## config.mk

```make
export PLATFORM = sky130hd
export DESIGN_NAME = key_event_decoder
export DESIGN_NICKNAME = d
export VERILOG_FILES = /design/src/rtl/taxi_key_pkg.sv /design/src/rtl/release_detector.sv /design/src/rtl/key_event_decoder.sv
export SDC_FILE = /design/constraint.sdc
export NUM_CORES = 1
export LEC_CHECK = 0
export ABC_AREA = 1
export BUFFER_PORTS_ARGS = -buffer_cell sky130_fd_sc_hd__clkbuf_2
export CAP_MARGIN = 20
export CELL_PAD_IN_SITES_DETAIL_PLACEMENT = 2
export CELL_PAD_IN_SITES_GLOBAL_PLACEMENT = 2
export CORE_MARGIN = 2
export CORE_UTILIZATION = 37
export DETAILED_ROUTE_END_ITERATION = 6
export HOLD_SLACK_MARGIN = 0.1
export MAX_ROUTING_LAYER = met4
export PLACE_DENSITY_LB_ADDON = 0.1
export SETUP_SLACK_MARGIN = 0.05
export SKIP_CTS_REPAIR_TIMING = 1
export SYNTH_ARGS = -nofsm -noshare
export SYNTH_HDL_FRONTEND = slang
export SYNTH_SLANG_ARGS = --single-unit
export TNS_END_PERCENT = 100
```

## constraint.sdc

```tcl
create_clock -name sys_clk -period 2.5 [get_ports sys_clk]
set_input_delay 0.125 -clock sys_clk [delete_from_list [all_inputs] [get_ports sys_clk]]
set_output_delay 0.125 -clock sys_clk [all_outputs]
set_load 0.005 [all_outputs]
```

## src/rtl/taxi_key_pkg.sv

```systemverilog
// Shared types and default timing for the taxi-meter key path.
// key_filter uses the same CNT_MAX debounce constant.
package taxi_key_pkg;

  localparam int unsigned T_CNT_W = 26;
  localparam int unsigned R_CNT_W = 20;

  // 20 ms debounce at 50 MHz; shared with key_filter
  localparam logic [R_CNT_W-1:0] CNT_MAX      = 20'd999_999;
  localparam logic [R_CNT_W-1:0] REL_MAX_DEF  = CNT_MAX;
  localparam logic [T_CNT_W-1:0] LONG_MAX_DEF = 26'd49_999_999;
  localparam logic [T_CNT_W-1:0] GAP_MAX_DEF  = 26'd14_999_999;

  typedef enum logic [2:0] {
    IDLE         = 3'd0,
    PRESSED      = 3'd1,
    LONG_HELD    = 3'd2,
    WAIT_GAP     = 3'd3,
    SECOND_PRESS = 3'd4
  } key_state_e;

  // States in which the key is held and a release must be confirmed
  function automatic logic release_phase(input key_state_e s);
    return (s == PRESSED) || (s == LONG_HELD) || (s == SECOND_PRESS);
  endfunction

endpackage

```

## src/rtl/release_detector.sv

```systemverilog
// Release debounce: counts consecutive high key_in cycles and flags a
// confirmed release once the count has reached REL_MAX with the key still high.
module release_detector
  import taxi_key_pkg::*;
#(
  parameter logic [R_CNT_W-1:0] REL_MAX = REL_MAX_DEF
) (
  input  logic sys_clk,
  input  logic sys_rst_n,
  input  logic clear,
  input  logic enable,
  input  logic key_in,
  output logic confirm_c
);

  logic [R_CNT_W-1:0] r_cnt;

  always_ff @(posedge sys_clk or negedge sys_rst_n) begin
    if (!sys_rst_n) begin
      r_cnt <= '0;
    end else if (clear || !enable || !key_in) begin
      r_cnt <= '0;
    end else if (r_cnt != REL_MAX) begin
      r_cnt <= r_cnt + R_CNT_W'(1);
    end
  end

  assign confirm_c = enable && key_in && (r_cnt == REL_MAX);

endmodule

```

## src/rtl/key_event_decoder.sv

```systemverilog
// Classifies each debounced key gesture as short, long or double press and
// emits one registered single-cycle event per gesture.
module key_event_decoder
  import taxi_key_pkg::*;
#(
  parameter logic [R_CNT_W-1:0] REL_MAX  = REL_MAX_DEF,
  parameter logic [T_CNT_W-1:0] LONG_MAX = LONG_MAX_DEF,
  parameter logic [T_CNT_W-1:0] GAP_MAX  = GAP_MAX_DEF
) (
  input  logic sys_clk,
  input  logic sys_rst_n,
  input  logic key_in,
  input  logic key_flag,
  output logic short_press,
  output logic long_press,
  output logic double_press,
  output logic key_busy
);

  key_state_e         state;
  key_state_e         state_nxt;
  logic [T_CNT_W-1:0] t_cnt;
  logic               state_change_c;
  logic               rel_en_c;
  logic               rel_confirm_c;
  logic               short_nxt;
  logic               long_nxt;
  logic               double_nxt;

  assign state_change_c = (state_nxt != state);
  assign rel_en_c       = release_phase(state);

  release_detector #(
    .REL_MAX (REL_MAX)
  ) u_release_detector (
    .sys_clk   (sys_clk),
    .sys_rst_n (sys_rst_n),
    .clear     (state_change_c),
    .enable    (rel_en_c),
    .key_in    (key_in),
    .confirm_c (rel_confirm_c)
  );

  // State and registered event outputs
  always_ff @(posedge sys_clk or negedge sys_rst_n) begin
    if (!sys_rst_n) begin
      state        <= IDLE;
      short_press  <= 1'b0;
      long_press   <= 1'b0;
      double_press <= 1'b0;
      key_busy     <= 1'b0;
    end else begin
      state        <= state_nxt;
      short_press  <= short_nxt;
      long_press   <= long_nxt;
      double_press <= double_nxt;
      key_busy     <= (state_nxt != IDLE);
    end
  end

  // Hold / gap timer, restarted on every state change
  always_ff @(posedge sys_clk or negedge sys_rst_n) begin
    if (!sys_rst_n) begin
      t_cnt <= '0;
    end else if (state_change_c) begin
      t_cnt <= '0;
    end else if (((state == PRESSED) || (state == WAIT_GAP)) && (t_cnt != '1)) begin
      t_cnt <= t_cnt + T_CNT_W'(1);
    end
  end

  always_comb begin
    state_nxt  = state;
    short_nxt  = 1'b0;
    long_nxt   = 1'b0;
    double_nxt = 1'b0;
    case (state)
      IDLE: begin
        if (!key_flag) state_nxt = PRESSED;
      end
      PRESSED: begin
        // long hold takes priority over a coincident release
        if (t_cnt == LONG_MAX) begin
          state_nxt = LONG_HELD;
          long_nxt  = 1'b1;
        end else if (rel_confirm_c) begin
          state_nxt = WAIT_GAP;
        end
      end
      LONG_HELD: begin
        if (rel_confirm_c) state_nxt = IDLE;
      end
      WAIT_GAP: begin
        // a second press on the last gap cycle still counts as double
        if (!key_flag) begin
          state_nxt  = SECOND_PRESS;
          double_nxt = 1'b1;
        end else if (t_cnt == GAP_MAX) begin
          state_nxt = IDLE;
          short_nxt = 1'b1;
        end
      end
      SECOND_PRESS: begin
        if (rel_confirm_c) state_nxt = IDLE;
      end
      default: state_nxt = IDLE;
    endcase
  end

endmodule

```

==> results.sh, run 1 <==
export IMPL_yosys_register_bits=53
export IMPL_viasPerCell=5.01
export IMPL_ys_seq_area_frac=0.417
export IMPL_cts_sinks=53
export IMPL_antenna_found_initial=0
export IMPL_skew_ns=0.0109
export IMPL_ys_top_cells_by_area="dfrtp_1 (42%), nand2_1 (9.4%), nor2_1 (7.0%)"
export IMPL_hp_class="in -> reg"
export IMPL_fill_cells=974
export IMPL_setup_tns_final_ns=0
export IMPL_clk_latency_ns=0.31
export IMPL_design_die_area_um2=9360
export IMPL_track_usage=0.206
export IMPL_dp_slack_ns=0.146
export IMPL_power_leakage_nw=1.61
export IMPL_crit_fanout=6
export IMPL_outcome="finished, final reports clean"
export IMPL_end_kind="flip-flop"
export IMPL_setup_slack_ns=0.223
export IMPL_fin_nets=438
export IMPL_drc_errors=0
export IMPL_final_common_cell="nand2_1"
export IMPL_grtUsageMet1=0.285
export IMPL_root_buffer="clkbuf_8"
export IMPL_gp_congestion=0.816
export IMPL_fin_crit_ns=2.28
export IMPL_grt_first_pass_wirelength_mm=15.4
export IMPL_maxSlewHeadroom=0.533
export IMPL_wl_mm=8.82
export IMPL_setup_worst_path_class="reg -> reg"
export IMPL_hold_violations=0
export IMPL_drive_gt1_frac=0.192
export IMPL_yosysWarningCount=0
export IMPL_avgSynthCellArea_um2=7.69
export IMPL_place_inst=526
export IMPL_antenna_left=0
export IMPL_layout_common_cells="nand2_1 (79), nor2_1 (59), inv_1 (54), dfrtp_1 (53), nor2_2 (32)"
export IMPL_cts_buffer_depth=2
export IMPL_grt_max_degree=54
export IMPL_vias=2696
export IMPL_drt_iter0_markers=76
export IMPL_antennaDiodeCount=0
export IMPL_stdcell_count=538
export IMPL_cts_max_level=2
export IMPL_dieWidth_um=96.7
export IMPL_ir_drop_v=0.000460
export IMPL_final_core_util=0.426
export IMPL_fin_crit_sh=0.911
export IMPL_synth_flop_cell="dfrtp_1"
export IMPL_path_cells="ha_1 -> nand2_1 -> nor2_2 -> nand2_1 -> nor2_1 -> nand2_1 -> nand4_1 -> nor2_4 -> nand2_1 -> inv_1 -> nand2_1 -> nand2_1 -> nand2_1 -> nor2_1"
export IMPL_grt_pass1_vias=3015
export IMPL_crit_path_top_delay_cell="dfrtp_1"
export IMPL_dp_hpwl_mm=6.74
export IMPL_pin_count=8
export IMPL_ff_latch_area_um2=1330
export IMPL_required_ns=2.75
export IMPL_async_reset_ff_frac=1.00
export IMPL_cts_tree="built"
export IMPL_ys_types=29
export IMPL_drv_cap=0
export IMPL_syn_instance_count=414
export IMPL_grtUsageMet3=0.0246
export IMPL_initial_core_util=0.385
export IMPL_cts_buffers=5
export IMPL_die_y_um=96.7
export IMPL_grt_busiest_layer="met2"
export IMPL_syn_area_um2=3180
export IMPL_first_pass_iters=4
export IMPL_cp_arrival_ns=2.52
export IMPL_fin_area_um2=3520
export IMPL_place_area_um2=3360
export IMPL_synth_area_leader_cell="dfrtp_1"
export IMPL_clk_pin_slew_ns=0.10
export IMPL_portBuffers=7
export IMPL_max_stage_delay_ns=0.42
export IMPL_synth_top_area_share=0.417
export IMPL_syn_to_final_growth_pct=10.6
export IMPL_cpMostUsedCell="nand2_1"
export IMPL_start_kind="flip-flop"
export IMPL_core_um2=8260
export IMPL_fmaxAchievable_mhz=439
export IMPL_syn_num_nets=420
export IMPL_rsz0062_at_grt="false"
export IMPL_slew_viol_final=0
export IMPL_report_final_setup_viol=0
export IMPL_multiInputGateArea_um2=1600
export IMPL_power_density_nw_per_um2=687
export IMPL_use_met2=0.333
export IMPL_worstMarginPinSlew_ns=0.701
export IMPL_row_count=33
export IMPL_overflow=0
export IMPL_wl_per_cell_um=16.4
export IMPL_synth_edff_count=0
==> per-layer routing <==
| layer | up-vias | part of all wire |
|---|---|---|
| met4 | 0 | 0.0073 |
| li1 | 1320 | - |
| met5 | - | 0 |
| met3 | 6 | 0.013 |
| met1 | 1352 | 0.49 |
| met2 | 18 | 0.49 |
==> worst paths after layout <==
kind | slack [ns] | start | end | cells after the start
worst max-delay path | 0.22 | t_cnt[0] | t_cnt[25] | 14
worst min-delay path | 0.35 | key_in | state[2] | 6
worst max register to register | 0.22 | t_cnt[0] | t_cnt[25] | 14
worst min register to register | 0.48 | u_release_detector.r_cnt[0] | u_release_detector.r_cnt[0] | 1
max in group asynchronous | 1.56 | sys_rst_n | t_cnt[14] | 3
min in group asynchronous | 0.49 | sys_rst_n | t_cnt[4] | 3
==> critical path, delay by kind of cell (launching register included) <==
| kind | cells | cell delay, ns |
|---|---|---|
| and+or+nand+nor | 12 | 1.44 |
| DFF | 1 | 0.42 |
| adders and majority gates | 1 | 0.23 |
| buffers and inverters | 1 | 0.13 |
==> flip-flops by register name (all words and copies together) (netlist names) <==
signal                    flops
double_press                  1
key_busy                      1
long_press                    1
short_press                   1
state                         3
t_cnt                        26
u_release_detector.r_cnt     20
==> synthesized netlist by cell type (4+ instances only) <==
library cell / count
a21oi_1: 4
buf_6: 4
dfrtp_1: 53
inv_1: 54
inv_2: 5
nand2_1: 80
nand2_2: 9
nand3_1: 26
nand3_2: 4
nand4_1: 15
nor2_1: 59
nor2_2: 33
nor2_4: 4
nor3_1: 14
o21ai_0: 5
xnor2_1: 6
xor2_1: 23
==> where the power goes <==
| group | total (mW) | internal, mW | switching [mW] |
|---|---|---|---|
| logic | 0.890 | 0.304 | 0.586 |
| registers | 0.971 | 0.920 | 0.0512 |
| clock network | 0.557 | 0.257 | 0.300 |
| total | 2.42 | 1.48 | 0.938 |
==> per-stage QoR <==
step	hold WS [ns]	power (mW)
final	0.352	2.42
after global routing	0.390	2.58
after CTS	-0.0293	2.41
after detailed placement	0.315	1.84
after global placement	0.303	1.80
after floorplan	-0.171	1.60
==> area by class of cell <==
class	instances	share of cell area
Clock inverter	1	0.00249
Sequential cell	53	0.377
Multi-Input combinational cell	296	0.453
Inverter	59	0.0629
Clock buffer	7	0.0274
Timing Repair Buffer	17	0.0398
Tap cell	105	0.0373
==> cells by family after synthesis <==
kind of cell / after synthesis / share of synthesized area
AO/OA/AOI/OAI: 14 / 0.0248
adder cells (fa/ha/maj): 2 / 0.00786
flip-flops: 53 / 0.417
XOR/XNOR: 29 / 0.0798
AND/OR/NAND/NOR: 251 / 0.383
buffers and inverters: 65 / 0.0877
(Power assumes the default switching activity.)
==> inputs of run 2 (changes only) <==
--- a/config.mk
+++ b/config.mk
@@ -7,11 +7,10 @@
 export LEC_CHECK = 0
 export ABC_AREA = 1
 export BUFFER_PORTS_ARGS = -buffer_cell sky130_fd_sc_hd__clkbuf_2
-export CAP_MARGIN = 20
 export CELL_PAD_IN_SITES_DETAIL_PLACEMENT = 2
 export CELL_PAD_IN_SITES_GLOBAL_PLACEMENT = 2
 export CORE_MARGIN = 2
-export CORE_UTILIZATION = 37
+export CORE_UTILIZATION = 34
 export DETAILED_ROUTE_END_ITERATION = 6
 export HOLD_SLACK_MARGIN = 0.1
 export MAX_ROUTING_LAYER = met4
==> constraint.sdc (replaced) <==
create_clock -name sys_clk -period 1.9 [get_ports sys_clk]
set_input_delay 0.095 -clock sys_clk [delete_from_list [all_inputs] [get_ports sys_clk]]
set_output_delay 0.095 -clock sys_clk [all_outputs]
set_load 0.005 [all_outputs]
==> run 2 against run 1 <==
  * The run now ends with negative setup slack left
  * Largest power group is now combinational cells
  * First-iteration DRC count shrank 11%
  * Non-clock buffer count rose by 76
  * Maximum frequency is 4.6% higher
  * Power is 68% higher
  * Critical path type unchanged
  * Via count grew 17%
  * Sequential power is 32% higher
  * Routed wire length rose by 42%
  * Clock power increased by 33%
==> results.sh, run 2 (synthesis results as in run 1) <==
export IMPL_outcome="finished, violations left"
export IMPL_violations="negative setup slack"
export IMPL_place_inst=595
export IMPL_antenna_found_initial=0
export IMPL_start_kind="flip-flop"
export IMPL_rsz0062_at_grt="true"
export IMPL_antenna_left=0
export IMPL_drc_errors=0
export IMPL_ir_drop_v=0.000492
export IMPL_track_usage=0.210
export IMPL_grt_pass1_vias=3233
export IMPL_worstMarginPinSlew_ns=0.344
export IMPL_r2r_end="u_release_detector.r_cnt[16]"
export IMPL_drive_gt1_frac=0.385
export IMPL_pin_count=8
export IMPL_first_pass_iters=4
export IMPL_power_density_nw_per_um2=934
export IMPL_setup_slack_ns=-0.277
export IMPL_report_final_setup_viol=46
export IMPL_final_core_util=0.475
export IMPL_antennaDiodeCount=0
export IMPL_clk_pin_slew_ns=0.12
export IMPL_die_y_um=101
export IMPL_layout_common_cells="buf_4 (74), nand2_1 (70), inv_1 (53), dfrtp_1 (50), nor2_1 (49)"
export IMPL_grt_first_pass_wirelength_mm=16.2
export IMPL_overflow=0
export IMPL_crit_start="t_cnt[8]"
export IMPL_place_area_um2=3870
export IMPL_fin_nets=514
export IMPL_reg_top3="t_cnt x26, u_release_detector.r_cnt x20, state x3"
export IMPL_core_um2=9150
export IMPL_worstReg2RegStart="t_cnt[8]"
export IMPL_fill_cells=1049
export IMPL_stdcell_count=620
export IMPL_largest_reg_flops=26
export IMPL_fin_crit_ns=2.18
export IMPL_syn_to_final_growth_pct=36.8
export IMPL_power_leakage_nw=2.02
export IMPL_dp_hpwl_mm=7.52
export IMPL_wl_per_cell_um=20.1
export IMPL_dieWidth_um=101
export IMPL_drt_iter0_markers=68
export IMPL_clk_latency_ns=0.33
export IMPL_slew_viol_final=0
export IMPL_holdWs_ns=0.291
export IMPL_hp_class="in -> async"
export IMPL_wl_mm=12.5
export IMPL_design_die_area_um2=10100
export IMPL_viasPerCell=5.07
export IMPL_total_power_mw=4.07
export IMPL_maxSlewHeadroom=0.769
export IMPL_final_common_cell="buf_4"
export IMPL_drv_cap=0
export IMPL_reg2reg_depth=12
export IMPL_crit_fanout=10
export IMPL_cts_buffers=5
export IMPL_cp_arrival_ns=2.39
export IMPL_skew_ns=0.0156
export IMPL_cts_tree="built"
export IMPL_dp_slack_ns=-0.167
export IMPL_vias=3142
export IMPL_required_ns=2.11
export IMPL_fin_area_um2=4350
export IMPL_rrSetupSlack_ns=-0.28
export IMPL_fmaxAchievable_mhz=459
export IMPL_fin_crit_sh=1.15
export IMPL_row_count=35
export IMPL_portBuffers=7
export IMPL_cts_sinks=53
export IMPL_hold_violations=0
export IMPL_initial_core_util=0.348
export IMPL_setup_worst_path_class="reg -> reg"
export IMPL_top_register="t_cnt"
export IMPL_gp_congestion=0.778
export IMPL_grt_max_degree=54
export IMPL_cts_buffer_depth=2
export IMPL_cts_max_level=2
export IMPL_root_buffer="clkbuf_8"
export IMPL_setup_tns_final_ns=-11.22
export IMPL_cp_endpoint="u_release_detector.r_cnt[16]"
export IMPL_end_kind="flip-flop"
-- run 2: cell types whose count changed in the layout (fill, tap and decap cells not counted), moves of 5 or more --
cell,previous run,this run
nor2_1,59,49
buf_4,6,74
nand2_1,79,70
nor3_1,13,8
nand2_2,10,15
nor2_4,5,13
-- run 2: layout make-up --
type | count | area, um^2 | area share
clock buffers | 6 | 82.6 | 0.0190
clock inverters | 2 | 13.8 | 0.00316
flip-flops and latches | 53 | 1330 | 0.306
inverters | 59 | 221 | 0.0509
repair buffers | 93 | 786 | 0.181
multi-input cells | 296 | 1780 | 0.409
well taps | 111 | 139 | 0.0319
-- run 2: power by group --
group / switching [mW] / internal [mW]
registers: 0.0680 / 1.21
clock network: 0.443 / 0.298
logic: 1.17 / 0.874
-- run 2: worst min path at each step --
stage	depth (start not counted)	from	end
floorplan	0	sys_rst_n	double_press
global placement	2	sys_rst_n	t_cnt[17]
detailed placement	2	sys_rst_n	t_cnt[18]
CTS	2	sys_rst_n	t_cnt[11]
global route	6	key_in	u_release_detector.r_cnt[2]
finish	3	sys_rst_n	t_cnt[10]
-- run 2: worst max-delay path: stages (launching register included) --
cell and delay, ns:
dfrtp_1 0.45, nor2_1 0.15, nand3_1 0.09, nor2_1 0.30, nand4_1 0.21, buf_4 0.19
o21ai_2 0.09, inv_1 0.10, nand2_2 0.11, nor2_4 0.06, nand2_4 0.10, buf_12 0.15
nor2_2 0.04
-- run 2: routing by layer --
layer / part of all wire / GRT usage / vias to the layer above
met5: 0 / - / -
met4: 0.016 / 0.0400 / 0
met3: 0.017 / 0.0270 / 17
met2: 0.53 / 0.363 / 29
met1: 0.43 / 0.266 / 1620
li1: - / - / 1476
